## src/rtl/lighting_pkg.sv

```systemverilog
// Shared types and defaults for the lighting ramp controller and its stepper.
package lighting_pkg;

    typedef enum logic [1:0] {
        ST_IDLE   = 2'd0,
        ST_SETTLE = 2'd1,
        ST_RAMP   = 2'd2
    } ramp_state_t;

    typedef logic [3:0] level_t;

    localparam level_t TCODE_MAX_DEFAULT = 4'd11;

endpackage

```

## src/rtl/level_stepper.sv

```systemverilog
// One 4-bit level register that moves a single unit toward its target per enable.
module level_stepper (
    input  logic       clk,
    input  logic       rst,
    input  logic       en,
    input  logic [3:0] target,
    output logic [3:0] level
);

    always_ff @(posedge clk) begin
        if (rst) begin
            level <= 4'd0;
        end else if (en) begin
            if (level < target) begin
                level <= level + 4'd1;
            end else if (level > target) begin
                level <= level - 4'd1;
            end
        end
    end

endmodule

```

## src/rtl/lighting_ramp_controller.sv

```systemverilog
// Owns the LightingSystem inputs and ramps lamp count / shade level toward its targets
// one unit per step after the inputs have been quiet for a settle window.
module lighting_ramp_controller
    import lighting_pkg::*;
#(
    parameter logic [3:0]  TCODE_MAX     = TCODE_MAX_DEFAULT,
    parameter int unsigned SETTLE_CYCLES = 8,
    parameter int unsigned STEP_CYCLES   = 16
) (
    input  logic        clk,
    input  logic        rst,
    input  logic        slot_tick,
    input  logic [3:0]  ulight_in,
    input  logic        ulight_vld,
    input  logic [3:0]  length_in,
    input  logic        length_vld,
    input  logic [3:0]  tgt_lightnum,
    input  logic [3:0]  tgt_wshade,
    output logic [3:0]  tcode,
    output logic [3:0]  ulight,
    output logic [3:0]  lenght,
    output logic [3:0]  lamp_cur,
    output logic [3:0]  shade_cur,
    output logic [15:0] lamp_state,
    output logic        busy,
    output logic        ramp_done
);

    localparam int unsigned SET_W = (SETTLE_CYCLES > 1) ? $clog2(SETTLE_CYCLES) : 1;
    localparam int unsigned STP_W = (STEP_CYCLES > 1) ? $clog2(STEP_CYCLES) : 1;

    ramp_state_t      state, state_next;
    logic [SET_W-1:0] settle_cnt, settle_cnt_next;
    logic [STP_W-1:0] step_cnt, step_cnt_next;
    logic             change;
    logic             at_target;
    logic             step_en;
    logic             done_next;
    logic             busy_next;

    assign change    = slot_tick | ulight_vld | length_vld;
    assign at_target = (lamp_cur == tgt_lightnum) && (shade_cur == tgt_wshade);

    // Input holding registers feeding LightingSystem.
    always_ff @(posedge clk) begin
        if (rst) begin
            tcode  <= 4'd0;
            ulight <= 4'd0;
            lenght <= 4'd0;
        end else begin
            if (slot_tick) begin
                tcode <= (tcode == TCODE_MAX) ? 4'd0 : tcode + 4'd1;
            end
            if (ulight_vld) begin
                ulight <= ulight_in;
            end
            if (length_vld) begin
                lenght <= length_in;
            end
        end
    end

    always_ff @(posedge clk) begin
        if (rst) begin
            state      <= ST_IDLE;
            settle_cnt <= '0;
            step_cnt   <= '0;
            busy       <= 1'b0;
            ramp_done  <= 1'b0;
        end else begin
            state      <= state_next;
            settle_cnt <= settle_cnt_next;
            step_cnt   <= step_cnt_next;
            busy       <= busy_next;
            ramp_done  <= done_next;
        end
    end

    always_comb begin
        state_next      = state;
        settle_cnt_next = settle_cnt;
        step_cnt_next   = step_cnt;
        step_en         = 1'b0;
        done_next       = 1'b0;
        case (state)
            ST_IDLE: begin
                if (change || !at_target) begin
                    state_next      = ST_SETTLE;
                    settle_cnt_next = '0;
                end
            end
            ST_SETTLE: begin
                if (change) begin
                    settle_cnt_next = '0;
                end else if (settle_cnt == SET_W'(SETTLE_CYCLES - 1)) begin
                    state_next    = ST_RAMP;
                    step_cnt_next = '0;
                end else begin
                    settle_cnt_next = settle_cnt + SET_W'(1);
                end
            end
            ST_RAMP: begin
                // A change freezes the levels where they are and re-arms the settle window.
                if (change) begin
                    state_next      = ST_SETTLE;
                    settle_cnt_next = '0;
                end else if (at_target) begin
                    state_next = ST_IDLE;
                    done_next  = 1'b1;
                end else if (step_cnt == STP_W'(STEP_CYCLES - 1)) begin
                    step_en       = 1'b1;
                    step_cnt_next = '0;
                end else begin
                    step_cnt_next = step_cnt + STP_W'(1);
                end
            end
            default: begin
                state_next = ST_IDLE;
            end
        endcase
        // busy stays high through the ramp_done cycle.
        busy_next = (state_next != ST_IDLE) || done_next;
    end

    level_stepper u_lamp_stepper (
        .clk    (clk),
        .rst    (rst),
        .en     (step_en),
        .target (tgt_lightnum),
        .level  (lamp_cur)
    );

    level_stepper u_shade_stepper (
        .clk    (clk),
        .rst    (rst),
        .en     (step_en),
        .target (tgt_wshade),
        .level  (shade_cur)
    );

    always_comb begin
        lamp_state = '0;
        for (int unsigned i = 0; i < 16; i++) begin
            lamp_state[i] = (4'(i) < lamp_cur);
        end
    end

endmodule

```

## config.mk

```make
export PLATFORM = sky130hd
export DESIGN_NAME = lighting_ramp_controller
export DESIGN_NICKNAME = d
export VERILOG_FILES = /design/src/rtl/lighting_pkg.sv /design/src/rtl/level_stepper.sv /design/src/rtl/lighting_ramp_controller.sv
export SDC_FILE = /design/constraint.sdc
export NUM_CORES = 1
export LEC_CHECK = 0
export CAP_MARGIN = 40
export CELL_PAD_IN_SITES_DETAIL_PLACEMENT = 0
export CELL_PAD_IN_SITES_GLOBAL_PLACEMENT = 1
export CORE_AREA = 4 4 93 69
export DETAILED_ROUTE_END_ITERATION = 7
export DIE_AREA = 0 0 97 73
export PLACE_DENSITY_LB_ADDON = 0.3
export SYNTH_ARGS = -nofsm -noshare
export SYNTH_HDL_FRONTEND = slang
export SYNTH_HIERARCHICAL = 1
export SYNTH_SLANG_ARGS = --single-unit
```

## constraint.sdc

```tcl
create_clock -name clk -period 4.05 [get_ports clk]
set_input_delay 1.0125 -clock clk [delete_from_list [all_inputs] [get_ports clk]]
set_output_delay 1.0125 -clock clk [all_outputs]
set_load 0.05 [all_outputs]
```

==> results list <==
- Final instance count without filler cells: 367
- Clk root buf: clkbuf_8
- Via count of the first global-routing pass: 1630
- After detailed placement, the design holds a cell count of around 360.
- In the routed design, unresolved DRC markers number 0.
* Starting density of the core: 0.3658
- The final count of hold timing violations came to 0.
- The routed layout has 1778 vias.
* Total met2 wirelength after detailed routing: 1929 um
* Die boundary width: 97 um
- Of the total synthesized cell area, the portion taken by full adders, half adders and majority gates is 0.1182.
* Synthesized cell area: 0.002032 mm2
- Yosys top cell area share: 0.3054
- Pin count of the biggest net entering global routing: 20
- Ratio of total power to cell area: 241.6 mW/mm2
* Most used DFF post-synth: dfxtp_1
- Yosys mapped a number of flops with a built-in enable equal to 0.
- Measured against its own limit, the worst slew margin works out to 0.5524.
* Uppermost layer routed: met4
- From synthesis to final layout, the design area changed by 33.25%.
- TritonCTS created 5 clock buffers.
- Static leakage: 0.001184 uW
- Time the final worst path needs with I/O delays and setup: 3318 ps
- Required time worst endpoint: 4210 ps
- Ys Warns: 6
* Slowest cell delay on critical path: about 500 ps
* Hold buffer count at CTS: 0
* Detailed route wirelength on metal3: 187 um
- First-pass iteration count of the detailed router: 4
* Residual overflow from global routing: 0
* Capturing element type of the critical path: register
* Die Y: ~73 um
- Class of the tightest hold or removal check: register to register
* Register clock-pin slew on the reported worst setup and hold paths: 60 ps
- Proportion of power drawn by combinational gates: 0.162
* Clock latency on the worst-skew pair: 280 ps
- Maximum root-to-sink buffer count: 2
- Worst IR Drop VDD: around 0.12 mV
* Synthesized-area fraction occupied by xor and xnor cells: 0.05172
- Switching power share of the total: 0.2674
- Global placement routability congestion: slightly above 0.8
- In this run the count of I/O pins placed on the die edge is 59.
- Setup crit start kind: input port
* H-tree lvl count: 2
* Number of maximum-capacitance violations: 0
- DR WL/cell: 12.55 um
- The die covers 0.007081 mm2.
- After the first detailed-routing iteration, the DRC count stood at 62.
- Sequential share of power: 0.486
- Combinational family with the most area after synthesis: simple AND/OR/NAND/NOR gates
- Simple-gate area share of the yosys netlist: 0.2383
* Area of the core: roughly 0.0056 mm2
- Across every metal layer, demand over resource in global routing totals 0.1318.
- Setup violations remaining at the end of the flow were counted as 0.
- Cell taking the most area after synthesis: dfxtp_1
- Top post-synthesis cells by area: dfxtp_1 31%, ha_1 9.9%, mux2i_1 7.4%
* Quantity of gates resized following cts: 0
- The compound-gate portion of the synthesized area was 0.1188.
- During placement, the flow inserted port buffers numbering 57.
- The number of nets in the synthesized netlist is 275.
* Share of post-route cells with drive strength above 1: 0.07877
* Mapped Cells: 236
- The share of the Yosys chip area taken by registers is 0.3054.
* Proportion of synthesized area in mux cells: 0.09421
* Number of synthesized register bits: 31
* Number of rows created at floorplan: 23
- Setup WS pre-CTS: 445.4 ps
* Count of distinct cell types in the synthesized netlist: 49
- Setup repair after global routing missed its margin: false
* Crit share post-route: 0.8192
- Net count reported at finish: 330
- Setup total negative slack on the finished layout was measured at 0 ps.
- At the pin with the least slew margin, the transition time is around 670 ps.
- NetSw: 174.9 uW
* Maximum clock frequency: 0.3014 GHz
- Of the total power, the clock network draws 0.351.
- Data arrives at the worst endpoint at 3480 ps.
- Across all setup checks in the final design, the least slack found is 732.2 ps.
- Asr flop ratio synth: 0
- For this design, the slowest cell found on the critical path is clkdlybuf4s50_1.
- CTS saw 31 sinks.
- Routed metal-1 wirelength: 2461 um
- Number of antenna cells inserted: 0
* Final wirelength: ~4600 um
* Setup Buffers After CTS: 0
* Smallest hold slack: 463.9 ps
- Leading post-synthesis cells by instance count: 31 x dfxtp_1, 28 x nand2_1, 27 x nor2_1
- The run finished with clean final reports.
- Max Transition Viols Final: 0
* DP HPWL: 3546 um
- Number of nets with antenna violations after routing: 0
* Wire length of the first global-routing pass: 7769 um
- Maximum fanout along the worst path: 4
* Most repeated cell in the gate-level netlist after synthesis: dfxtp_1
* Via count normalized by instance count: 4.845
- Dividing the synthesized area by the synthesized cell count gives 8.610 um2.
* Final core occ: 0.4875
- Internal power comes to 479.2 uW.
- Crit-path cells: clkdlybuf4s50_1, inv_1, ha_1, a21oi_2, nand2_1, ha_1, a21oi_1, nand4_1, a21oi_1, a41o_1, mux2_4
* Worst Clk Skew: 4.525 ps
* Crit Path Class: input port to register
- TritonCTS clock tree: done
* Number of antenna violations at the first check in global routing: 0
## sequential cells by signal (all words and copies together), names as in the netlist
| name | cells |
|---|---|
| busy | 1 |
| lenght | 4 |
| ramp_done | 1 |
| settle_cnt | 3 |
| state | 2 |
| step_cnt | 4 |
| tcode | 4 |
| u_lamp_stepper/level | 4 |
| u_shade_stepper/level | 4 |
| ulight | 4 |
## metal layers
layer  global-route usage  up-vias
li1                     -      921
met1               0.1861      816
met2               0.2011       39
met3              0.03534        2
met4              0.03115        0
met5                    0        -
## stage by stage
step | cell area, um2 | total power, uW
finish | 2708 | 654.1
CTS | 2708 | 664.7
global route | 2708 | 687.0
detailed placement | 2626 | 431.8
global placement | 2626 | 430.8
floorplan | 2032 | 391.5
## cells in the final DEF, fill, tap and decap left out, drive strengths merged, types with 2 or more instances in the layout
cell type       n
a21o            3
a21oi          11
a311o           3
a41o            2
and3            2
buf             2
clkbuf          7
clkdlybuf4s50  57
dfxtp          31
fa              2
ha             16
inv            16
mux2            3
mux2i          15
nand2          30
nand2b          3
nand3           7
nand4           6
nor2           28
nor2b           5
nor3            7
o21a            2
o21ai           4
or3             2
xnor2          10
xor2            2
## cell families after synthesis
kind of cell | Yosys count
AO/OA/AOI/OAI | 33
XOR/XNOR | 12
adder cells (fa/ha/maj) | 18
buffers and inverters | 27
flip-flops | 31
multiplexers | 18
other | 1
AND/OR/NAND/NOR | 96
## final cells by class
class / count / area, um2
tap: 75 / 93.84
timing repair buffer: 59 / 585.6
inverter: 16 / 60.06
sequential: 31 / 620.6
fill: 539 / 2846
multi-input combinational: 178 / 1266
clock inverter: 1 / 5.005
clock buffer: 7 / 76.32
## critical path, delay by kind of cell
kind            cells  cell delay [ps]
mux                 1              290
buf+inv             2              550
simple gates        2              260
fa+ha+maj           2              670
compound gates      4              690
## worst paths after layout
kind / cells after the start / from / endpoint / slack [ps]
max: 11 / tgt_lightnum[3] / u_lamp_stepper/level[3]$_SDFFE_PP0P_ / 730
min: 2 / settle_cnt[1]$_SDFFE_PP0P_ / settle_cnt[1]$_SDFFE_PP0P_ / 460
max reg2reg: 10 / u_lamp_stepper/level[1]$_SDFFE_PP0P_ / u_lamp_stepper/level[3]$_SDFFE_PP0P_ / 1310
min reg2reg: 2 / settle_cnt[1]$_SDFFE_PP0P_ / settle_cnt[1]$_SDFFE_PP0P_ / 460
## power groups by stage
stage                     clock network (uW)  logic (uW)  registers, uW
after floorplan                            0        43.4            348
final                                    230         106            318
after CTS                                239         107            318
after global placement                     0         106            325
after global routing                     253         115            319
after detailed placement                   0         107            325
Note: power is estimated with default switching activity, not from simulation.
